--- src/rtl/player_motion_ctrl_pkg.sv ---
// Shared definitions for the player motion controller: key codes, collision-map
// codes, facing direction and FSM state encodings.
package player_motion_ctrl_pkg;

  localparam logic [3:0] KEY_A     = 4'h1;
  localparam logic [3:0] KEY_D     = 4'h2;
  localparam logic [3:0] KEY_W     = 4'h3;
  localparam logic [3:0] KEY_S     = 4'h4;

  localparam logic [3:0] WALL_CODE = 4'h0;
  localparam logic [3:0] DOOR_CODE = 4'h4;

  typedef enum logic [1:0] {
    RIGHT = 2'd0,
    LEFT  = 2'd1,
    UP    = 2'd2,
    DOWN  = 2'd3
  } dir_t;

  typedef enum logic [2:0] {
    IDLE  = 3'd0,
    PROBE = 3'd1,
    WAIT  = 3'd2,
    CHECK = 3'd3,
    HOLD  = 3'd4
  } state_t;

  function automatic logic is_passable(input logic [3:0] pixel, input logic door_open);
    return (pixel != WALL_CODE) && ((pixel != DOOR_CODE) || door_open);
  endfunction

endpackage

--- src/rtl/player_motion_ctrl_move_target_calc.sv ---
// Combinational key decode and one-step target computation with bounds check.
// Arithmetic is one bit wider than the position so the sums never wrap.
module move_target_calc
  import player_motion_ctrl_pkg::*;
#(
  parameter int XPOS_W = 11,
  parameter int YPOS_W = 10,
  parameter int X_MAX  = 2000,
  parameter int Y_MAX  = 767,
  parameter int STEP   = 1
) (
  input  logic [3:0]        i_key,
  input  logic [XPOS_W-1:0] i_xpos,
  input  logic [YPOS_W-1:0] i_ypos,
  output logic [XPOS_W-1:0] o_tgt_x,
  output logic [YPOS_W-1:0] o_tgt_y,
  output dir_t              o_dir,
  output logic              o_valid,
  output logic              o_out_of_range
);

  localparam logic [XPOS_W:0] STEP_X  = (XPOS_W+1)'(STEP);
  localparam logic [YPOS_W:0] STEP_Y  = (YPOS_W+1)'(STEP);
  localparam logic [XPOS_W:0] X_MAX_W = (XPOS_W+1)'(X_MAX);
  localparam logic [YPOS_W:0] Y_MAX_W = (YPOS_W+1)'(Y_MAX);

  logic [XPOS_W:0] w_x_wide, w_x_inc, w_x_dec;
  logic [YPOS_W:0] w_y_wide, w_y_inc, w_y_dec;

  assign w_x_wide = {1'b0, i_xpos};
  assign w_y_wide = {1'b0, i_ypos};
  assign w_x_inc  = w_x_wide + STEP_X;
  assign w_x_dec  = w_x_wide - STEP_X;
  assign w_y_inc  = w_y_wide + STEP_Y;
  assign w_y_dec  = w_y_wide - STEP_Y;

  always_comb begin
    o_tgt_x        = i_xpos;
    o_tgt_y        = i_ypos;
    o_dir          = RIGHT;
    o_valid        = 1'b0;
    o_out_of_range = 1'b0;
    case (i_key)
      KEY_D: begin
        o_dir   = RIGHT;
        o_valid = 1'b1;
        if (w_x_inc > X_MAX_W) o_out_of_range = 1'b1;
        else                   o_tgt_x = w_x_inc[XPOS_W-1:0];
      end
      KEY_A: begin
        o_dir   = LEFT;
        o_valid = 1'b1;
        if (w_x_wide < STEP_X) o_out_of_range = 1'b1;
        else                   o_tgt_x = w_x_dec[XPOS_W-1:0];
      end
      KEY_W: begin
        o_dir   = UP;
        o_valid = 1'b1;
        if (w_y_wide < STEP_Y) o_out_of_range = 1'b1;
        else                   o_tgt_y = w_y_dec[YPOS_W-1:0];
      end
      KEY_S: begin
        o_dir   = DOWN;
        o_valid = 1'b1;
        if (w_y_inc > Y_MAX_W) o_out_of_range = 1'b1;
        else                   o_tgt_y = w_y_inc[YPOS_W-1:0];
      end
      default: begin
        o_valid = 1'b0;
      end
    endcase
  end

endmodule

--- src/rtl/player_motion_ctrl.sv ---
// Keyboard-driven 2D player movement with collision-map probing. A registered key
// is decoded in IDLE; the target cell is fetched and the move commits if passable.
module player_motion_ctrl
  import player_motion_ctrl_pkg::*;
#(
  parameter int XPOS_W      = 11,
  parameter int YPOS_W      = 10,
  parameter int X_MAX       = 2000,
  parameter int Y_MAX       = 767,
  parameter int X_INIT      = 0,
  parameter int Y_INIT      = 0,
  parameter int STEP        = 1,
  parameter int TICK_CYCLES = 500000,
  parameter int MAP_SHIFT   = 2,
  parameter int MAP_X_W     = 9,
  parameter int MAP_Y_W     = 7,
  parameter int MAP_LATENCY = 1
) (
  input  logic                       clk,
  input  logic                       rst_n,
  input  logic [3:0]                 key,
  input  logic                       door_open,
  input  logic [3:0]                 map_pixel,
  output logic [MAP_Y_W+MAP_X_W-1:0] map_adr,
  output logic                       map_req,
  output logic [XPOS_W-1:0]          player_xpos,
  output logic [YPOS_W-1:0]          player_ypos,
  output dir_t                       direction,
  output logic                       moving,
  output logic                       blocked
);

  localparam int TICK_W = $clog2(TICK_CYCLES + 1);
  localparam int LAT_W  = $clog2(MAP_LATENCY + 1);
  localparam logic [TICK_W-1:0] TICK_LAST = TICK_W'(TICK_CYCLES - 1);
  localparam logic [LAT_W-1:0]  LAT_LAST  = LAT_W'((MAP_LATENCY > 1) ? (MAP_LATENCY - 2) : 0);

  state_t              r_state, w_next_state;
  logic [3:0]          r_key;
  logic [XPOS_W-1:0]   r_tgt_x, w_tgt_x;
  logic [YPOS_W-1:0]   r_tgt_y, w_tgt_y;
  dir_t                r_req_dir, w_dir;
  logic                w_valid, w_oor;
  logic [TICK_W-1:0]   r_tick_cnt;
  logic [LAT_W-1:0]    r_lat_cnt;
  logic [MAP_X_W-1:0]  w_col;
  logic [MAP_Y_W-1:0]  w_row;

  move_target_calc #(
    .XPOS_W(XPOS_W), .YPOS_W(YPOS_W), .X_MAX(X_MAX), .Y_MAX(Y_MAX), .STEP(STEP)
  ) u_target (
    .i_key          (r_key),
    .i_xpos         (player_xpos),
    .i_ypos         (player_ypos),
    .o_tgt_x        (w_tgt_x),
    .o_tgt_y        (w_tgt_y),
    .o_dir          (w_dir),
    .o_valid        (w_valid),
    .o_out_of_range (w_oor)
  );

  assign w_col = MAP_X_W'(w_tgt_x >> MAP_SHIFT);
  assign w_row = MAP_Y_W'(w_tgt_y >> MAP_SHIFT);

  always_ff @(posedge clk) begin
    if (!rst_n) r_state <= IDLE;
    else        r_state <= w_next_state;
  end

  always_comb begin
    w_next_state = r_state;
    case (r_state)
      IDLE:    if (w_valid) w_next_state = w_oor ? HOLD : PROBE;
               else         w_next_state = IDLE;
      PROBE:   w_next_state = (MAP_LATENCY == 1) ? CHECK : WAIT;
      WAIT:    if (r_lat_cnt == LAT_LAST) w_next_state = CHECK;
               else                       w_next_state = WAIT;
      CHECK:   w_next_state = HOLD;
      HOLD:    if (r_tick_cnt == TICK_LAST) w_next_state = IDLE;
               else                         w_next_state = HOLD;
      default: w_next_state = IDLE;
    endcase
  end

  // Strobes default low each cycle; map_req rises together with entry into PROBE.
  always_ff @(posedge clk) begin
    if (!rst_n) begin
      r_key       <= 4'h0;
      r_tgt_x     <= XPOS_W'(X_INIT);
      r_tgt_y     <= YPOS_W'(Y_INIT);
      r_req_dir   <= RIGHT;
      r_tick_cnt  <= '0;
      r_lat_cnt   <= '0;
      map_adr     <= '0;
      map_req     <= 1'b0;
      player_xpos <= XPOS_W'(X_INIT);
      player_ypos <= YPOS_W'(Y_INIT);
      direction   <= RIGHT;
      moving      <= 1'b0;
      blocked     <= 1'b0;
    end else begin
      r_key   <= key;
      map_req <= 1'b0;
      moving  <= 1'b0;
      blocked <= 1'b0;
      case (r_state)
        IDLE: begin
          if (w_valid) begin
            r_tgt_x   <= w_tgt_x;
            r_tgt_y   <= w_tgt_y;
            r_req_dir <= w_dir;
            if (w_oor) begin
              direction <= w_dir;
              blocked   <= 1'b1;
            end else begin
              map_req <= 1'b1;
              map_adr <= {w_row, w_col};
            end
          end
        end
        PROBE: r_lat_cnt <= '0;
        WAIT:  r_lat_cnt <= r_lat_cnt + 1'b1;
        CHECK: begin
          direction <= r_req_dir;
          if (is_passable(map_pixel, door_open)) begin
            player_xpos <= r_tgt_x;
            player_ypos <= r_tgt_y;
            moving      <= 1'b1;
          end else begin
            blocked <= 1'b1;
          end
        end
        HOLD: begin
          if (r_tick_cnt == TICK_LAST) r_tick_cnt <= '0;
          else                         r_tick_cnt <= r_tick_cnt + 1'b1;
        end
        default: r_lat_cnt <= '0;
      endcase
    end
  end

endmodule

--- config.mk ---
export PLATFORM = sky130hd
export DESIGN_NAME = player_motion_ctrl
export DESIGN_NICKNAME = d
export VERILOG_FILES = /design/src/rtl/player_motion_ctrl_pkg.sv /design/src/rtl/player_motion_ctrl_move_target_calc.sv /design/src/rtl/player_motion_ctrl.sv
export SDC_FILE = /design/constraint.sdc
export NUM_CORES = 1
export LEC_CHECK = 0
export BUFFER_PORTS_ARGS = -buffer_cell sky130_fd_sc_hd__buf_2
export CORE_MARGIN = 1
export CORE_UTILIZATION = 47
export CTS_CLUSTER_SIZE = 14
export DETAILED_ROUTE_END_ITERATION = 10
export PLACE_DENSITY_LB_ADDON = 0.1
export SLEW_MARGIN = 15
export SYNTH_ARGS = -nofsm -noshare
export SYNTH_HDL_FRONTEND = slang
export SYNTH_SLANG_ARGS = --single-unit
--- constraint.sdc ---
create_clock -name clk -period 2.6 [get_ports clk]
set_input_delay 0.52 -clock clk [delete_from_list [all_inputs] [get_ports clk]]
set_output_delay 0.52 -clock clk [all_outputs]
set_load 0.01 [all_outputs]
==> results by group <==
Layout
  • Most frequent cells in the layout: nand2_1 (100), dfxtp_1 (91), nor2_1 (64)
  • Fillers: 1008
  • Share of layout cells above drive strength 1: 20.25%
  • ANT cells: 0
  • Nets: 736
  • Syn-to-layout area delta: 16.53%
  • Commonest non-fill, non-tap cell in the layout: nand2_1

Yosys
  • Unique masters post-synth: 76
  • Post-synthesis cell area: 5040 µm²
  • FF+latch count, synth: between 90 and 100
  • Ys flop type: dfxtp_1
  • Syn Nets: 670
  • Synth area leaders: dfxtp_1 (37%), nand2_1 (7.4%), a21oi_1 (5.0%)
  • Synth area leader: dfxtp_1
  • Synth warn: 0
  • Syn Area/Cell: just under 8 µm²
  • Post-synthesis async set-or-reset flop share: 0%
  • Synth top area share: roughly 37%
  • Fraction of the yosys area taken by sequential cells: between 30% and 40%
  • Post-Syn Instances: 652
  • EDFF count, synth: 0

STA
  • Tmin final: between 2 and 2.5 ns
  • Fin crit share: 95.01%
  • Max_slew headroom: 61.56%
  • Worst Skew: between 0.01 and 0.015 ns
  • Final hold violation count: 0
  • Unrepaired setup endpoints after global routing: true
  • Final setup TNS: 0 ns
  • Fmax: about 0.4 GHz
  • Fin. max-slew vios: 0
  • Worst Max-Slew Pin Slew: 0.5714 ns
  • Final setup fails: 0
  • Fin worst setup slack: roughly 0.13 ns
  • Worst hold margin: between 0.3 and 0.4 ns

Clocking
  • Clock slew at reported path FFs: 0.09 ns
  • H-Tree Depth: 3
  • Clk sinks: between 90 and 100
  • CTS buffer count: 9
  • Clk_lat worst skew: 0.37 ns
  • CTS Hold Bufs: 0
  • CTS tree: done
  • Clk root buf: clkbuf_8
  • Clock Path Buffers: 2

Worst setup path
  • Critical R2R Capture: direction[1]
  • Worst Path Max Fanout: 7
  • Crit-path max cell delay: slightly above 0.5 ns
  • Slowest-stage cell, CP: dfxtp_1
  • R2R Setup Slk: approximately 0.13 ns
  • R2r startpoint: player_xpos[3]
  • Required time worst endpoint: ~2.9 ns
  • Critical-path cell list: mux2_4, and4_4, a311oi_2, o211ai_1, o211a_1, or4_1, o211ai_1, a21oi_1
  • Cell depth of the worst flop-to-flop path: 8
  • Crit path DAT: about 2.7 ns
  • CP Launch Type: register
  • Most common cell on crit path: o211ai_1
  • Crit. End Element: register
  • Crit path kind: reg2reg

Placed design
  • Routability cong.: 0.9624
  • IO buf count: 52
  • HPWL Detailed: 9.972 mm
  • Pre-CTS setup slack: around 0.046 ns

Global route
  • Vias in the first global route: around 4600
  • Grt ovf: 0
  • Global-route total usage across every layer: roughly a quarter
  • Initial antenna violation count: 0
  • First-pass GRT wire length: around 23 mm
  • Pin count of the biggest net entering global routing: 29

Routing
  • DRC violations left: 0
  • Pre-antenna DRT Iters: 5
  • DR WL/cell: 16.39 µm
  • Via Count: 5040
  • Vias per cell: ~5.9
  • ANT nets after route: 0
  • Initial DRC count: about 320
  • Drt total wl: about 14 mm

Pwr
  • Static leakage: 2.305 nW
  • Total Power: 0.003063 W
  • P per Cell Area: 521.5 nW/µm²
  • Maximum vdd drop: about 0.40 mV

Job
  • Max-Cap Viols: 0

Die
  • Initial core utilization: between 40% and 50%
  • Row Count: 37
  • Num ports: 53
  • Die area: between 10000 and 15000 µm²
  • Die height: ~110 µm
  • Chip width: roughly 110 µm
  • Core Area: between 10000 and 15000 µm²

Run status
  • Status: finished clean

Min path
  • Hold path startpoint: key[3]
  • HP Class: in2reg
  • Hold Path End: r_key[3]
  • Hold Path Cell Cnt: 2
==> flip-flops by register name, indices dropped and copies added, names as in the netlist <==
signal	cells
r_tick_cnt	19
r_lat_cnt	1
r_key	4
r_tgt_x	11
r_tgt_y	10
player_xpos	11
r_state	3
moving	1
player_ypos	10
direction	2
blocked	1
map_req	1
r_req_dir	2
map_adr	16
==> power breakdown <==
group / total, W / switching (W) / internal [W] / leakage [nW]
Clock: 0.000953 / 0.000514 / 0.000439 / 0.0878
Combinational: 0.000560 / 0.000353 / 0.000206 / 1.47
Sequential: 0.00155 / 0.0000625 / 0.00149 / 0.745
Total: 0.00306 / 0.000930 / 0.00213 / 2.30
==> how the worst max path moves through the flow <==
stage | start | to | slack (ns) | cells past startpoint
CTS | player_ypos[0] | map_adr[2] | 0.05 | 10
detailed placement | player_ypos[0] | map_adr[2] | 0.05 | 10
global route | player_ypos[0] | r_tgt_y[1] | 0.002 | 9
floorplan | player_ypos[1] | map_adr[4] | 0.03 | 11
finish | player_xpos[3] | direction[1] | 0.13 | 8
global placement | player_xpos[0] | map_adr[6] | 0.13 | 10
==> kinds of logic (layout without fill, tap and decap cells) <==
kind of cell / after synthesis / in the layout / synth area share (%)
AOI/OAI and AO/OA: 149 / 149 / 19.76
xor gates and xnor gates: 23 / 23 / 3.997
adders and majority gates: 7 / 7 / 1.738
buffers and inverters: 61 / 130 / 5.263
DFF: 92 / 92 / 36.54
muxes: 6 / 6 / 1.316
and+or+nand+nor: 314 / 314 / 31.38
==> metal layers <==
metal,share of wire [%],track usage [%],up-vias
met5,0,0,-
met4,2.4,9.921,0
met3,6.0,4.638,25
met2,46,42.11,175
met1,45,34.21,2370
li1,-,-,2470
==> critical path, delay by kind of cell, from the launching register on <==
| kind | cells | cell delay (ns) |
|---|---|---|
| multiplexers | 1 | 0.33 |
| flip-flops | 1 | 0.51 |
| AND/OR/NAND/NOR | 2 | 0.63 |
| AO/OA/AOI/OAI | 5 | 0.90 |
==> synthesized netlist by cell type (all sizes together), types with 5 or more instances <==
library cell / n
o211ai: 6
o221ai: 5
inv: 13
and2: 13
xor2: 11
nand4: 20
clkbuf: 35
nand3: 36
dfxtp: 92
nand2: 101
o22ai: 13
and3: 14
nor2: 64
a21oi: 50
a31oi: 6
buf: 13
nor3: 19
nor4b: 5
and4: 9
xnor2: 12
o21ai: 32
nand2b: 5
nor2b: 7
ha: 7
==> timing repair <==
action                     in CTS  in global routing
resized for setup               0                 11
setup endpoints to repair       0                 25
buffers inserted                0                  1
==> area by class of cell <==
cell class	count	area (µm²)	area share (%)
Tap cell	136	170.2	2.897
Clock inverter	5	62.56	1.065
Sequential cell	92	1843	31.38
Clock buffer	9	123.9	2.109
Multi-Input combinational cell	499	2965	50.49
Timing Repair Buffer	103	659.4	11.23
Inverter	13	48.80	0.8308
==> through the flow <==
stage	std cells	utilization (%)	area (µm²)
floorplan	652	-	5040
global placement	842	54.40	5642
detailed placement	842	54.40	5642
CTS	856	56.20	5828
global route	857	56.64	5873
finish	857	56.64	5873
Power figures use the tool's default switching activity.
